<file path="src/rtl/serial_tx_queue.sv">
// serial_tx_queue: valid/ready FIFO feeding a framed serializer over LINES lines.
// Frame: one all-ones start beat, LENGTH/LINES data beats MSB-first, optional even parity, GAP zero beats.
module serial_tx_queue #(
   parameter int LENGTH = 32,
   parameter int LINES  = 1,
   parameter int DEPTH  = 4,
   parameter int PARITY = 1,
   parameter int GAP    = 2
) (
   input  logic                       clk,
   input  logic                       rst,
   input  logic                       valid,
   output logic                       ready,
   input  logic [LENGTH-1:0]          data_in,
   output logic [LINES-1:0]           d,
   output logic                       busy,
   output logic [$clog2(DEPTH+1)-1:0] level
);
   localparam int BEATS = LENGTH / LINES;
   localparam int CW    = $clog2(((BEATS > GAP) ? BEATS : GAP) + 1);
   localparam int PW    = $clog2(DEPTH);
   localparam int LW    = $clog2(DEPTH + 1);

   localparam logic [CW-1:0] C_BEAT_LAST = CW'(BEATS - 1);
   localparam logic [CW-1:0] C_GAP_LAST  = CW'(GAP - 1);
   localparam logic [LW-1:0] C_DEPTH     = LW'(DEPTH);

   localparam logic [2:0] S_IDLE  = 3'd0;
   localparam logic [2:0] S_START = 3'd1;
   localparam logic [2:0] S_DATA  = 3'd2;
   localparam logic [2:0] S_PAR   = 3'd3;
   localparam logic [2:0] S_GAP   = 3'd4;

   // Line j of a beat carries the j-th bit below the current MSB of the shift register.
   function automatic logic [LINES-1:0] f_group(input logic [LENGTH-1:0] w);
      logic [LINES-1:0] g;
      for (int j = 0; j < LINES; j++) begin
         g[j] = w[LENGTH-1-j];
      end
      return g;
   endfunction

   function automatic logic [LINES-1:0] f_parity(input logic [LENGTH-1:0] w);
      logic [LINES-1:0] p;
      p = {LINES{1'b0}};
      for (int k = 0; k < BEATS; k++) begin
         for (int j = 0; j < LINES; j++) begin
            p[j] = p[j] ^ w[LENGTH-1-(k*LINES+j)];
         end
      end
      return p;
   endfunction

   logic [LENGTH-1:0] r_mem [DEPTH];
   logic [PW-1:0]     r_wr_ptr;
   logic [PW-1:0]     r_rd_ptr;
   logic [LW-1:0]     r_level;
   logic              r_rdy_en;
   logic [2:0]        r_state;
   logic [CW-1:0]     r_cnt;
   logic [LENGTH-1:0] r_shreg;
   logic [LINES-1:0]  r_par;
   logic [LINES-1:0]  r_d;
   logic              w_push;
   logic              w_pop;
   logic [LENGTH-1:0] w_head;

   assign ready  = r_rdy_en && (r_level < C_DEPTH);
   assign w_head = r_mem[r_rd_ptr];
   assign d      = r_d;
   assign busy   = (r_state != S_IDLE);
   assign level  = r_level;

   // Handshake and pop decision; a pop happens from IDLE or on the last gap beat.
   always_comb begin
      w_push = valid && ready;
      w_pop  = 1'b0;
      if (r_level != {LW{1'b0}}) begin
         if (r_state == S_IDLE) begin
            w_pop = 1'b1;
         end else if ((r_state == S_GAP) && (r_cnt == C_GAP_LAST)) begin
            w_pop = 1'b1;
         end else begin
            w_pop = 1'b0;
         end
      end else begin
         w_pop = 1'b0;
      end
   end

   // FIFO storage; contents need no reset because the pointers gate every read.
   always_ff @(posedge clk) begin
      if (w_push) begin
         r_mem[r_wr_ptr] <= data_in;
      end
   end

   // FIFO pointers, occupancy and the post-reset ready enable.
   always_ff @(posedge clk or negedge rst) begin
      if (!rst) begin
         r_wr_ptr <= {PW{1'b0}};
         r_rd_ptr <= {PW{1'b0}};
         r_level  <= {LW{1'b0}};
         r_rdy_en <= 1'b0;
      end else begin
         r_rdy_en <= 1'b1;
         if (w_push) begin
            r_wr_ptr <= r_wr_ptr + PW'(1);
         end
         if (w_pop) begin
            r_rd_ptr <= r_rd_ptr + PW'(1);
         end
         case ({w_push, w_pop})
            2'b10:   r_level <= r_level + LW'(1);
            2'b01:   r_level <= r_level - LW'(1);
            default: r_level <= r_level;
         endcase
      end
   end

   // Frame sequencer: d is registered and always shows the beat of the state being entered.
   always_ff @(posedge clk or negedge rst) begin
      if (!rst) begin
         r_state <= S_IDLE;
         r_cnt   <= {CW{1'b0}};
         r_shreg <= {LENGTH{1'b0}};
         r_par   <= {LINES{1'b0}};
         r_d     <= {LINES{1'b0}};
      end else begin
         case (r_state)
            S_IDLE: begin
               if (w_pop) begin
                  r_state <= S_START;
                  r_shreg <= w_head;
                  r_par   <= f_parity(w_head);
                  r_d     <= {LINES{1'b1}};
               end else begin
                  r_d     <= {LINES{1'b0}};
               end
            end
            S_START: begin
               r_state <= S_DATA;
               r_cnt   <= {CW{1'b0}};
               r_d     <= f_group(r_shreg);
               r_shreg <= r_shreg << LINES;
            end
            S_DATA: begin
               if (r_cnt == C_BEAT_LAST) begin
                  r_cnt <= {CW{1'b0}};
                  if (PARITY != 0) begin
                     r_state <= S_PAR;
                     r_d     <= r_par;
                  end else begin
                     r_state <= S_GAP;
                     r_d     <= {LINES{1'b0}};
                  end
               end else begin
                  r_cnt   <= r_cnt + CW'(1);
                  r_d     <= f_group(r_shreg);
                  r_shreg <= r_shreg << LINES;
               end
            end
            S_PAR: begin
               r_state <= S_GAP;
               r_cnt   <= {CW{1'b0}};
               r_d     <= {LINES{1'b0}};
            end
            S_GAP: begin
               if (r_cnt == C_GAP_LAST) begin
                  r_cnt <= {CW{1'b0}};
                  if (w_pop) begin
                     r_state <= S_START;
                     r_shreg <= w_head;
                     r_par   <= f_parity(w_head);
                     r_d     <= {LINES{1'b1}};
                  end else begin
                     r_state <= S_IDLE;
                     r_d     <= {LINES{1'b0}};
                  end
               end else begin
                  r_cnt <= r_cnt + CW'(1);
                  r_d   <= {LINES{1'b0}};
               end
            end
            default: begin
               r_state <= S_IDLE;
               r_cnt   <= {CW{1'b0}};
               r_d     <= {LINES{1'b0}};
            end
         endcase
      end
   end

endmodule
</file>
<file path="config.mk">
export PLATFORM = sky130hd
export DESIGN_NAME = serial_tx_queue
export DESIGN_NICKNAME = d
export VERILOG_FILES = /design/src/rtl/serial_tx_queue.sv
export SDC_FILE = /design/constraint.sdc
export NUM_CORES = 1
export LEC_CHECK = 0
export CAP_MARGIN = 10
export CORE_AREA = 4 4 128 130
export CTS_CLUSTER_SIZE = 24
export DETAILED_ROUTE_END_ITERATION = 8
export DIE_AREA = 0 0 132 134
export HOLD_SLACK_MARGIN = 0.12
export PLACE_DENSITY = 0.76
export SYNTH_ARGS = -nofsm -noshare
export SYNTH_HDL_FRONTEND = slang
export SYNTH_SLANG_ARGS = --single-unit
</file>
<file path="constraint.sdc">
create_clock -name clk -period 6.7 [get_ports clk]
set_input_delay 1.34 -clock clk [delete_from_list [all_inputs] [get_ports clk]]
set_output_delay 1.34 -clock clk [all_outputs]
set_load 0.03 [all_outputs]
</file>
=== Yosys cells after proc, flatten, opt, wreduce, memory -nomap -nowiden ===
Memories as Yosys holds them, arrays and structs flattened.
Cells that the tools add are included.

* Bits in registers: 51
* Memory bits (writable): 128
* Logic and storage cells: 96
* Memories kept: 1

* Add/subtract/negate cells: 5
* Order comparisons: 1
* Equality and inequality tests: 12
* Multiplexer cells: 25
* Bitwise gates (word level): 31
* Reduce and logical (&&, ||, !) cells: 12

{| class="wikitable"
|+ Memories
! memory !! words !! width !! rd ports !! clocked after Yosys merged registers in !! wr ports !! line !! RTL
|-
| r_mem || 4 || 32 || 1 || 0 || 1 || 54 || <nowiki>logic [LENGTH-1:0] r_mem [DEPTH];</nowiki>
|}

{| class="wikitable"
|+ Operators by type and width
! cell !! number
|-
| 32-bit one-hot mux with 4 select lines || 1
|-
| 32-bit two-way mux || 3
|-
| 1-bit bitwise XOR || 31
|-
| 6-bit one-hot mux with 3 select lines || 1
|-
| 3-bit one-hot mux with 5 select lines || 1
|-
| 6-bit two-way mux || 2
|-
| 1-bit two-way mux || 11
|-
| 3-bit two-way mux || 3
|-
| 6-bit by 1-bit adder with 6-bit output, second input constant || 1
|-
| 3-bit by 2-bit == test with 1-bit output, second input constant || 2
|-
| 6-bit by 1-bit == test with 1-bit output, second input constant || 1
|-
| 6-bit by 5-bit == test with 1-bit output, second input constant || 1
|-
| 2-bit != test, second input constant || 3
|-
| 3-bit one-hot mux with 2 select lines || 1
|-
| 3-bit AND reduction || 2
|-
| 3-bit nonzero test || 2
|-
| 2-bit by 1-bit adder with 2-bit output, second input constant || 2
|-
| 1-bit one-hot mux with 4 select lines || 1
|-
| 2-bit nonzero test || 2
|-
| 4-bit nonzero test || 1
|-
| 3-bit by 1-bit adder with 3-bit output, second input constant || 1
|-
| 3-bit by 1-bit == test with 1-bit output, second input constant || 1
|-
| 3-bit == test, second input constant || 1
|-
| 1-bit logical AND || 3
|-
| other kinds (8) || 8
|}

=== Longest topological paths before layout ===
Gate-level depths: netlist (run 1).
An unclocked memory read counts as a cell.

* Word-level depth: 35
* Gate-level depth with buffers: 11
* Mapped depth without buffers: 11

=== Least setup slack after synthesis (run 1) ===
No wires, ideal clock.

* Path type: register -> register
* From: register r_cnt[1]
* To: register r_level[2] (netlist: level[2])
* Arrival: 2.735 ns
* Data required time: 6.619 ns
* Setup slack: 3.884 ns
* Stages on the path, launching flop included: 12
* Buffers on the path: 0
* Period minus slack after synthesis: 2.816 ns
* Cell sequence: dfrtp_1 inv_1 ha_1 nand2b_1 or4_1 a2111oi_2 ha_1 inv_1 fa_1 xor2_1 nor2_1 xor2_1

* Longest elaborated chain between the ends: 7
* Elaborated cells between the ends (all ways): 9
* Classes of those cells: eq/ne (3); mux (4); reduce/logical (2)

{| class="wikitable"
|+ Ends and longest elaborated chain
! what !! line !! RTL
|-
| start, declared || 60 || <nowiki>logic [CW-1:0] r_cnt;</nowiki>
|-
| start signal, assigned || 125 || <nowiki>r_cnt <= {CW{1'b0}};</nowiki>
|-
| start signal, assigned || 143 || <nowiki>r_cnt <= {CW{1'b0}};</nowiki>
|-
| start signal, assigned || 149 || <nowiki>r_cnt <= {CW{1'b0}};</nowiki>
|-
| 6-bit by 1-bit == test with 1-bit output * || 81 || <nowiki>end else if ((r_state == S_GAP) && (r_cnt == C_GAP_LAST)) begin</nowiki>
|-
| 1-bit logical AND * || 81 ||
|-
| 1-bit two-way mux * || 81 ||
|-
| 1-bit two-way mux * || 79 || <nowiki>if (r_state == S_IDLE) begin</nowiki>
|-
| 1-bit two-way mux * || 78 || <nowiki>if (r_level != {LW{1'b0}}) begin</nowiki>
|-
| via w_pop || 65 || <nowiki>logic w_pop;</nowiki>
|-
| 2-bit by 1-bit == test with 1-bit output or 2-bit == test (tied branches) || 113 || <nowiki>case ({w_push, w_pop})</nowiki>
|-
| 3-bit one-hot mux with 2 select lines or 2-bit nonzero test (tied branches) || - ||
|-
| end signal, assigned || 114 || <nowiki>2'b10: r_level <= r_level + LW'(1);</nowiki>
|-
| end signal, assigned || 115 || <nowiki>2'b01: r_level <= r_level - LW'(1);</nowiki>
|-
| end signal, assigned || 116 || <nowiki>default: r_level <= r_level;</nowiki>
|-
| end, declared || 57 || <nowiki>logic [LW-1:0] r_level;</nowiki>
|}

The timed path passes the listed nets; every way through them passes the cells marked *.
A chain may end at the register's enable or synchronous reset.

=== Worst setup path in the final report (run 1) ===
* From: register r_state[2]
* To: output busy

* Longest elaborated chain between the ends: 1

{| class="wikitable"
|+ Ends and longest elaborated chain
! what !! line !! RTL
|-
| start, declared || 59 || <nowiki>logic [2:0] r_state;</nowiki>
|-
| start signal, assigned || 124 || <nowiki>r_state <= S_IDLE;</nowiki>
|-
| start signal, assigned || 133 || <nowiki>r_state <= S_START;</nowiki>
|-
| start signal, assigned || 142 || <nowiki>r_state <= S_DATA;</nowiki>
|-
| 3-bit nonzero test || 71 || <nowiki>assign busy = (r_state != S_IDLE);</nowiki>
|-
| end, declared || 16 || <nowiki>output logic busy,</nowiki>
|}

Every way passes these cells.

==> impl_results.md, run 1 <==
* Status: completed
* Die Area at 17700 um2
* Vias in the first global route at 4214
* Starting Density at 49.3%
* Cell Int Power at 2.75 mW
* Worst Path Required at 5.36 ns
* CORE AREA at 15100 um2
* P_sw at 1.45 mW
* Max-cap viol count at 0
* # IOs at 41
* Largest net degree at the start of global routing at 65
* Vias per inst at 5.58
* DRT iter0 DRCs at 193
* Top cells by area, synth: edfxtp_1, dfrtp_1, mux4_2
* Worst Path Max Fanout at 10
* Max Freq at 288 MHz
* Top-area cell type share of the netlist area at 51.5%
* Synthesized cell area at 7470 um2
* Worst Reg-to-Reg Cells at 11
* R2r endpoint: level[2]
* Skew final at 0.0317 ns
* GR Util met3 at 3.49%
* Final Non-Filler Cells at 693
* CTS Sinks at 179
* Worst skew pair latency at 0.43 ns
* Slew @ Worst Pin at 1.00 ns
* Routed WL per cell at 18.6 um
* M1 GR Usage at 18.9%
* Filler cells at 1154
* Min Clock Period, post-route at 3.48 ns
* Yosys warnings at 0
* Die extent in y at 134 um
* Switch share at 34.6%
* Sequential fraction of the synthesis area at 68.6%
* Most common cell in the netlist: edfxtp_1
* Startpoint Class: register
* Synth Flop Type: edfxtp_1
* Routed Antenna Nets at 0
* Post-CTS Repair Setup Buffers at 0
* Pre-antenna DRT Iters at 5
* Worst vdd ir at 0.258 mV
* Worst Hold Depth at 2
* First-pass GRT wire length at 21.4 mm
* Area occupied by multi-input gates at 2170 um2
* Synthesized Nets at 491
* Hold endpoint: r_shreg[20]
* DR vias at 3866
* Hold Startpoint: r_shreg[20]
* Fin. Hold Viols at 0
* Final wirelength at 12.9 mm
* Final RePlAce weighted congestion at 0.838
* Crit Path Category: reg -> out
* Netlist cell types at 42
* # DRC at 0
* Post-CTS resize count at 0
* Synthesized flop and latch total at 179
* Asr flop ratio synth at 28.5%
* GR Overflow Total at 0
* Clock slew at reported path FFs at 0.06 ns
* Dpl cells at 662
* Gr usage total at 15.6%
* Total Neg Setup Slack at 0 ns
* Slack of the worst reg-to-reg path at 3.59 ns
* Site row count at 45
* Period utilization at 51.9%
* Total CTS buffers at 17
* HPWL after DPL at 7.94 mm
* Seq pwr share at 37.3%
* Reg area at 5120 um2
* N_diodes at 0
* CP endpoint kind: primary output
* Post-Synthesis Cells at 448
* Crit path DAT at 2.14 ns
* Clock power share at 21.1%
* Synth area leader: edfxtp_1
* Post-Place Setup Slack at 3.48 ns
* PortBufs at 40
* Final setup viols at 0
* Fin nets at 536
* Layout cells sized above 1 at 11.5%
* Gr busiest metal: met2
* Lkg Pwr at 3.06 nW
* Count of final max-slew check failures at 0
* Reg2reg start: r_cnt[1]
* Final setup margin at 3.22 ns
* EDFF count, synth at 128
* CTS max path bufs at 2
* Area grow syn2layout at 14.5%
* Worst Hold Class: reg -> reg
* CTS H-tree depth at 4
* CTS tree: done
* GR Util met2 at 27.1%
* Root buffer cell: clkbuf_16
* Pwr Density at 492 nW/um2
* Worst rel slew slack at 33.2%
* Initial antenna violation count at 0
* RSZ-0062 raised after global routing: no
* Most common library cells after synthesis: edfxtp_1, dfrtp_1, nand2_1, o21ai_0, mux2i_1
* Hold Buf Count CTS at 0
* Avg Cell Area, Syn at 16.7 um2
* Comb pwr share at 41.6%
* Die Wd at 132 um
## power by group through the flow
stage	combinational, mW	sequential (mW)	clock [mW]
after floorplan	1.46	1.52	0
after global placement	1.71	1.57	0
after detailed placement	1.77	1.59	0
after CTS	1.78	1.57	0.909
after global routing	1.95	1.59	0.952
final	1.75	1.57	0.885
## worst max-delay path, cell delays in order, from the launching register on
cell and delay (ns):
dfrtp_1 0.52, nor3_1 0.46, inv_1 0.13, clkdlybuf4s50_1 0.62
## placed cells by master (no fill, tap or decap), drive strengths merged, types with 2 or more instances in the layout
cell	n
a21oi	3
and3	6
buf	8
clkbuf	20
clkdlybuf4s50	39
clkinv	8
clkinvlp	2
dfrtp	51
edfxtp	128
ha	7
inv	11
mux2i	32
mux4	32
nand2	41
nand2b	2
nand3	3
nor2	9
nor2b	2
nor3	3
o21ai	42
o31ai	2
xnor2	30
xor2	7
## how the worst max path moves through the flow
stage / startpoint / end / cells after the start
2_1_floorplan: r_cnt[1] / level[2] / 11
3_3_place_gp: valid / level[2] / 9
3_5_place_dp: valid / level[2] / 9
4_1_cts: r_state[2] / busy / 3
5_1_grt: r_state[2] / busy / 3
6_report: r_state[2] / busy / 3
## metrics by stage
stage / util, % / hold slack (ns) / area, um2 / power (mW)
final: 56.4 / 0.479 / 8550 / 4.20
after global routing: 56.4 / 0.509 / 8550 / 4.49
after CTS: 56.4 / 0.484 / 8550 / 4.26
after detailed placement: 52.9 / 0.471 / 8020 / 3.36
after global placement: 52.9 / 0.462 / 8020 / 3.28
after floorplan: - / 0.450 / 7470 / 2.98
## kinds of logic (layout without fill, tap and decap cells)
kind of cell             count (synthesis)  in the layout  share of synthesized area [%]
AND/OR/NAND/NOR                         71             71                           4.21
multiplexers                            64             64                           14.6
flip-flops                             179            179                           68.6
other                                    1              1                         0.0502
buffers and inverters                   32             89                           2.50
AO/OA/AOI/OAI                           56             56                           4.29
XOR/XNOR                                37             37                           4.34
adder cells (fa/ha/maj)                  8              8                           1.44
## area by class of cell
class	instances	share of cell area (%)
inverters	11	0.483
clock inverters	11	1.05
multi-input cells	237	25.4
repair buffers	47	5.24
flip-flops and latches	179	59.9
well taps	188	2.75
clock buffers	20	5.11
## routing by layer
| metal | vias to the layer above | routed length [um] |
|---|---|---|
| met5 | - | 0 |
| met4 | 0 | 148 |
| met3 | 16 | 525 |
| met2 | 88 | 6800 |
| met1 | 1978 | 5410 |
| li1 | 1784 | - |
## sequential cells by signal, indices dropped and copies added (netlist names), 2 cells and up
register  flops
level         3
r_cnt         6
r_mem       128
r_rd_ptr      2
r_shreg      32
r_state       3
r_wr_ptr      2
No activity file was read; power rests on OpenSTA's default activity.
==> run 2, diff against run 1 <==
clock period = 3.55 ns   (was 6.7 ns; I/O delays follow)
==> run 2 against run 1 <==
Effect of this change:
- first-iteration DRC count is 49% higher
- sequential share of layout area is 0.53 points lower
- die area stayed put
- combinational power is 91% higher
- worst hold slack worse by 0.11 ns
- final cell count is 0.58% higher
- non-clock buffer count is 3 higher
- count of clock-buffer cells in the layout is 1 lower
- wire length is 2.4% higher
- critical endpoint unchanged
==> impl_results.md, run 2 (same netlist as run 1, synthesis figures left out) <==
* Status: completed
* DP Area at 8050 um2 (+0.42%)
* HPWL after DPL at 7.97 mm (+0.31%)
* # DRC at 0 (unchanged)
* Root buffer cell: clkbuf_16
* Routed Antenna Nets at 0 (unchanged)
* CTS Sinks at 179 (unchanged)
* Max-cap viol count at 0 (unchanged)
* Pwr Density at 938 nW/um2 (+91%)
* Die Area at 17700 um2 (unchanged)
* CP endpoint kind: primary output
* Top flop regs: r_mem x128, r_shreg x32, r_cnt x6
* Crit path cell chain: nor3_1 -> inv_1 -> clkdlybuf4s50_1
* Crit path depth at 3 (unchanged)
* Max reg flops at 128 (unchanged)
* Die Wd at 132 um (unchanged)
* Slowest CP cell: clkdlybuf4s50_1
* Critical path buffer and inverter count at 2 (unchanged)
* Final RePlAce weighted congestion at 0.809 (-3.5%)
* Reg2reg start: r_cnt[1]
* GR Overflow Total at 0 (unchanged)
* Min Clock Period, post-route at 2.85 ns
* Worst Path Max Fanout at 10 (unchanged)
* Worst skew pair latency at 0.43 ns (about the same)
* Slew @ Worst Pin at 1.02 ns (+0.0142 ns)
* Total Neg Setup Slack at 0 ns (unchanged)
* First-pass GRT wire length at 22.3 mm (+4.1%)
* Hold Buf Count CTS at 0 (unchanged)
* Final setup margin at 0.696 ns (-2.53 ns)
* Final setup viols at 0 (unchanged)
* Crit path to: busy
* N_diodes at 0 (unchanged)
* Post-CTS Repair Setup Buffers at 0 (unchanged)
* Initial antenna violation count at 0 (unchanged)
* Tot Pwr at 8.08 mW (+92%)
* CTS max path bufs at 2 (unchanged)
* Fin. Hold Viols at 0 (unchanged)
* Worst Path Required at 2.84 ns (-2.52 ns)
* Largest net degree at the start of global routing at 65 (unchanged)
* Starting Density at 49.3% (unchanged)
* Fin nets at 539 (+0.56%)
* Routed WL per cell at 18.9 um (+1.8%)
* Post-CTS resize count at 0 (unchanged)
* DR vias at 3882 (+0.41%)
* Gr usage total at 16.2% (+0.53 points)
* Final wirelength at 13.2 mm (+2.4%)
* Period utilization at 80.4%
* Max Freq at 350 MHz
* RSZ-0062 raised after global routing: no
* Slack of the worst reg-to-reg path at 0.73 ns (-2.86 ns)
* Critical Path Max Stage Delay at 0.62 ns (about the same)
* Vias in the first global route at 4212 (-0.047%)
* Worst vdd ir at 0.561 mV (+120%)
* Layout cells sized above 1 at 12.2% (+0.70 points)
* Worst Hold Class: in -> async
* Area grow syn2layout at 15.5%
* Startpoint Class: register
* Crit path DAT at 2.14 ns (about the same)
* Pre-antenna DRT Iters at 4 (-1)
* Die extent in y at 134 um (unchanged)
* Lkg Pwr at 3.09 nW (+1.0%)
* Final instance area at 8620 um2 (+0.86%)
* CTS H-tree depth at 4 (unchanged)
* Hold Slack at 0.369 ns (-0.110 ns)
* Worst rel slew slack at 32.2% (-0.95 points)
* R2r endpoint: level[2]
* Most common cell after layout, fill and taps aside: edfxtp_1
* CTS tree: done
* Count of final max-slew check failures at 0 (unchanged)
* Most frequent cells in the layout: edfxtp_1, dfrtp_1, nand2_1, o21ai_0, clkdlybuf4s50_1
* DRT iter0 DRCs at 287 (+49%)
* Vias per inst at 5.57 (-0.16%)
* Worst Reg-to-Reg Cells at 12 (+1)
* CORE AREA at 15100 um2 (unchanged)
* Launch point of the worst path: r_state[2]
* Site row count at 45 (unchanged)
* PortBufs at 40 (unchanged)
* Critical path's top delay family: buffers and inverters
* Clock slew at reported path FFs at 0.06 ns (about the same)
* Largest reg by FF count: r_mem
* Filler cells at 1133 (-1.8%)
* Total CTS buffers at 17 (unchanged)
* Skew final at 0.00683 ns (-0.0249 ns)
* # IOs at 41 (unchanged)
* Post-Place Setup Slack at 0.732 ns (-2.75 ns)
* Crit Path Category: reg -> out
## run 2: cell types whose count changed in the layout (fill, tap and decap cells not counted), sizes merged
cell      previous run  this run
buf                  8        11
bufinv               1         2
inv                 11        13
clkinvlp             2         4
clkbuf              20        19
clkinv               8         5
## run 2: metrics by stage
stage                     utilization, %  std cells
after global routing                56.9        697
after CTS                           56.9        697
after global placement              53.2        665
final                               56.9        697
after floorplan                        -        448
after detailed placement            53.2        665
## run 2: worst reg2reg max path: cells and delay by family (launching register included)
family	cells	cell delay (ns)
compound gates	1	0.38
xor+xnor	2	0.30
fa+ha+maj	3	0.70
buf+inv	3	0.35
flops	1	0.39
simple gates	3	0.64
## run 2: final cells by class
| cell class | count | area (um2) | share of cell area (%) |
|---|---|---|---|
| Multi-Input combinational cell | 237 | 2170 | 25.2 |
| Clock buffer | 19 | 433 | 5.02 |
| Clock inverter | 13 | 134 | 1.55 |
| Inverter | 11 | 41.3 | 0.479 |
| Timing Repair Buffer | 50 | 483 | 5.60 |
| Sequential cell | 179 | 5120 | 59.4 |
| Tap cell | 188 | 235 | 2.73 |
## run 2: routing by layer
metal	global-route usage (%)	vias to the layer above	share of wire, %
met5	0	-	0
met1	20.3	1975	44
met4	6.42	0	1.5
met3	3.53	14	3.6
li1	-	1802	-
met2	27.6	91	51
## run 2: worst min path at each step
stage / from / end / slack (ns) / cells past startpoint
6_report: rst / r_cnt[4] / 0.37 / 1
5_1_grt: rst / r_shreg[1] / 0.44 / 1
3_5_place_dp: r_shreg[30] / r_shreg[30] / 0.47 / 2
3_3_place_gp: r_shreg[18] / r_shreg[18] / 0.46 / 2
2_1_floorplan: rst / d / 0.41 / 0
4_1_cts: rst / r_cnt[4] / 0.39 / 1
## run 2: where the power goes
group          total (mW)  internal, mW  switching, mW
registers            2.94          2.66          0.287
logic                3.35          1.61           1.74
clock network        1.79          1.03          0.759
total                8.08          5.30           2.78
==> RTL change, RTL diff (settings of run 2) <==
Register the output `level` once more, without a reset; this adds one clock of latency there. The other outputs are not delayed to match.
--- a/src/rtl/serial_tx_queue.sv
+++ b/src/rtl/serial_tx_queue.sv
@@ -69,7 +69,9 @@
    assign w_head = r_mem[r_rd_ptr];
    assign d      = r_d;
    assign busy   = (r_state != S_IDLE);
-   assign level  = r_level;
+   always_ff @(posedge clk) begin
+      level <= r_level;
+   end
 
    // Handshake and pop decision; a pop happens from IDLE or on the last gap beat.
    always_comb begin
Check against the original RTL: not equivalent (a bounded check fails within 4 cycles, from zero or initial values and one cycle with rst low).
==> RTL change against run 2 <==
- routed wire length up 0.98%
- register-to-register slack better by 0.16 ns
- die area unchanged
- global-route usage about the same
- first-iteration DRC count down 4.5%
- hold slack worse by 0.11 ns
- setup slack worse by 0.023 ns
- synthesized area up 0.35%
- utilization up 0.55 points
- cell area up 0.97%
- total power up 5.3%
- sequential cell count up 3
- clock power up 5%
- largest cell class unchanged
==> RTL change: results (changes against run 2) <==
Timing
  – Setup Skew: 0.00793 ns (+0.00110 ns)
  – Tightest Pin Transition: 0.694 ns (-0.323 ns)

Route
  – DRT Pass-1 Iters: 4 (unchanged)
  – DRC violation total after the first TritonRoute iteration: 274 (-4.5%)
  – Via density: 5.54 (-0.53%)
  – Avg WL per Cell: 19.0 microns (+0.55%)

Clock network
  – Register clock-pin slew on the reported worst setup and hold paths: 0.07 ns
  – Post-CTS Setup Bufs: 0 (unchanged)
  – H-Tree Depth: 4 (unchanged)
  – Hold_buf cts: 0 (unchanged)
  – Post_cts resized: 0 (unchanged)
  – CTS Buf Count: 17 (unchanged)
  – Clk buf depth: 2 (unchanged)
  – Clock Latency Late Sink: 0.43 ns (about the same)
  – Clk root buf: clkbuf_16

Cells and area
  – Final nets: 543 (+0.74%)
  – Layout cells sized above 1: 13.1% (+0.91 points)
  – # diodes: 0 (unchanged)
  – Post-route insts no fill: 700 (+0.43%)
  – Top flop regs: r_mem x128, r_shreg x32, r_cnt x6

Yosys
  – Commonest cells in the netlist: edfxtp_1, dfrtp_1, o21ai_0, nand2_1
  – Post-synth ARST share: 28.0% (-0.47 points)
  – Synth Warn #: 0 (unchanged)
  – Largest cells by area after synthesis: edfxtp_1, dfrtp_1, mux4_2
  – Synth Net Count: 493 (+0.41%)
  – Distinct cells, synth: 41 (-2.4%)
  – Seq/Total Area, Yosys: 69.1% (+0.56 points)
  – Synth Area per Inst: 16.6 sq um (about the same)

Critical path
  – Reg-to-Reg Start: r_rd_ptr[0]
  – CP max stage delay: 0.62 ns (about the same)
  – Start point of the critical path: r_state[1]
  – Critical path fanouts, max: 14 (+4)
  – CP delay by family, top: buffers and inverters
  – Reg2Reg Setup Slack: 0.89 ns (+0.16 ns)
  – CP max stage cell: clkdlybuf4s50_1
  – Worst Path Arrival: 2.17 ns (+0.03 ns)

Placed design
  – Port Buffers: 40 (unchanged)
  – Cell Area, Placed: 0.00812 sq mm (+0.81%)
  – GPL Wtd Cong: 0.761 (-5.9%)
  – HPWL Detailed: 8050 microns (+1.0%)
  – Placed cell count: 669 (+0.60%)

Global routing
  – Initial antenna violation count: 0 (unchanged)
  – Largest net degree at the start of global routing: 36 (-45%)
  – Vias in the first global route: 4,201 (-0.26%)
  – Gr usage total: 16.1% (-0.045 points)
  – First-pass GRT wire length: 22,000 microns (-1.1%)

Status
  – Status: finished clean

Power and ir drop
  – Leakage Power: 0.00313 uW (+1.5%)
  – VDD IR-drop max: 0.000511 V (-8.8%)
==> RTL change: changes by cell type after synthesis, moves of 2 or more <==
cell / change
mux4_2: +4
mux4_1: -4
a21o_1: +2
o21ai_0: +2
dfxtp_1: +3
a31oi_1: +2
==> RTL change: worst register-to-register path, delay by kind of cell (launching register included) <==
kind                   cells  cell delay (ns)
AO/OA/AOI/OAI              1             0.08
multiplexers               1             0.54
buffers and inverters      1             0.25
flip-flops                 1             0.77
XOR/XNOR                   5             0.90
==> RTL change: report_power, final <==
part,total [uW],internal [uW],switching (uW)
sequential,3010,2720,288
combinational,3620,1750,1870
clock,1880,1100,777
==> RTL change: cells by family (layout without fill, tap and decap cells) <==
| kind of cell | count (synthesis) | in the layout | synth area share, % |
|---|---|---|---|
| DFF | 182 | 182 | 69.1 |
| AOI/OAI and AO/OA | 58 | 58 | 4.26 |
| and+or+nand+nor | 69 | 69 | 4.04 |
| muxes | 64 | 64 | 14.4 |
| adders and majority gates | 8 | 8 | 1.44 |
| other | 1 | 1 | 0.0501 |
| xor gates and xnor gates | 38 | 38 | 4.44 |
| buffers and inverters | 30 | 92 | 2.27 |
==> RTL change: layout make-up <==
cell class	instances	area [sq um]
clock inverter	12	153
timing repair buffer	51	503
tap	188	235
clock buffer	19	433
fill	1128	6440
sequential	182	5180
multi-input combinational	238	2160
inverter	10	37.5
==> RTL change: layer usage <==
layer | GRT usage, % | part of all wire [%] | vias to the layer above
met1 | 20.3 | 44 | 1991
met4 | 6.36 | 2.2 | 0
met5 | 0 | 0 | -
li1 | - | - | 1791
met2 | 27.0 | 50 | 74
met3 | 4.20 | 3.2 | 22
==> RTL change: metrics by stage <==
step / util, % / total power, uW / hold slack (ns) / setup WS, ns
3_5_place_dp: 53.6 / 6690 / 0.408 / 0.830
5_1_grt: 57.5 / 9050 / 0.284 / 0.556
2_1_floorplan: - / 5880 / 0.388 / 0.990
6_report: 57.5 / 8510 / 0.259 / 0.673
3_3_place_gp: 53.6 / 6560 / 0.404 / 0.859
4_1_cts: 57.5 / 8610 / 0.259 / 0.656
==> RTL change: path summary, 6_finish.rpt <==
check	to	cells after the start
min	r_cnt[2]	1
min reg2reg	level[1]	0
max	busy	3
min in group clk	level[1]	0
max in group asynchronous	r_rd_ptr[0]	2
max reg2reg	r_par	8
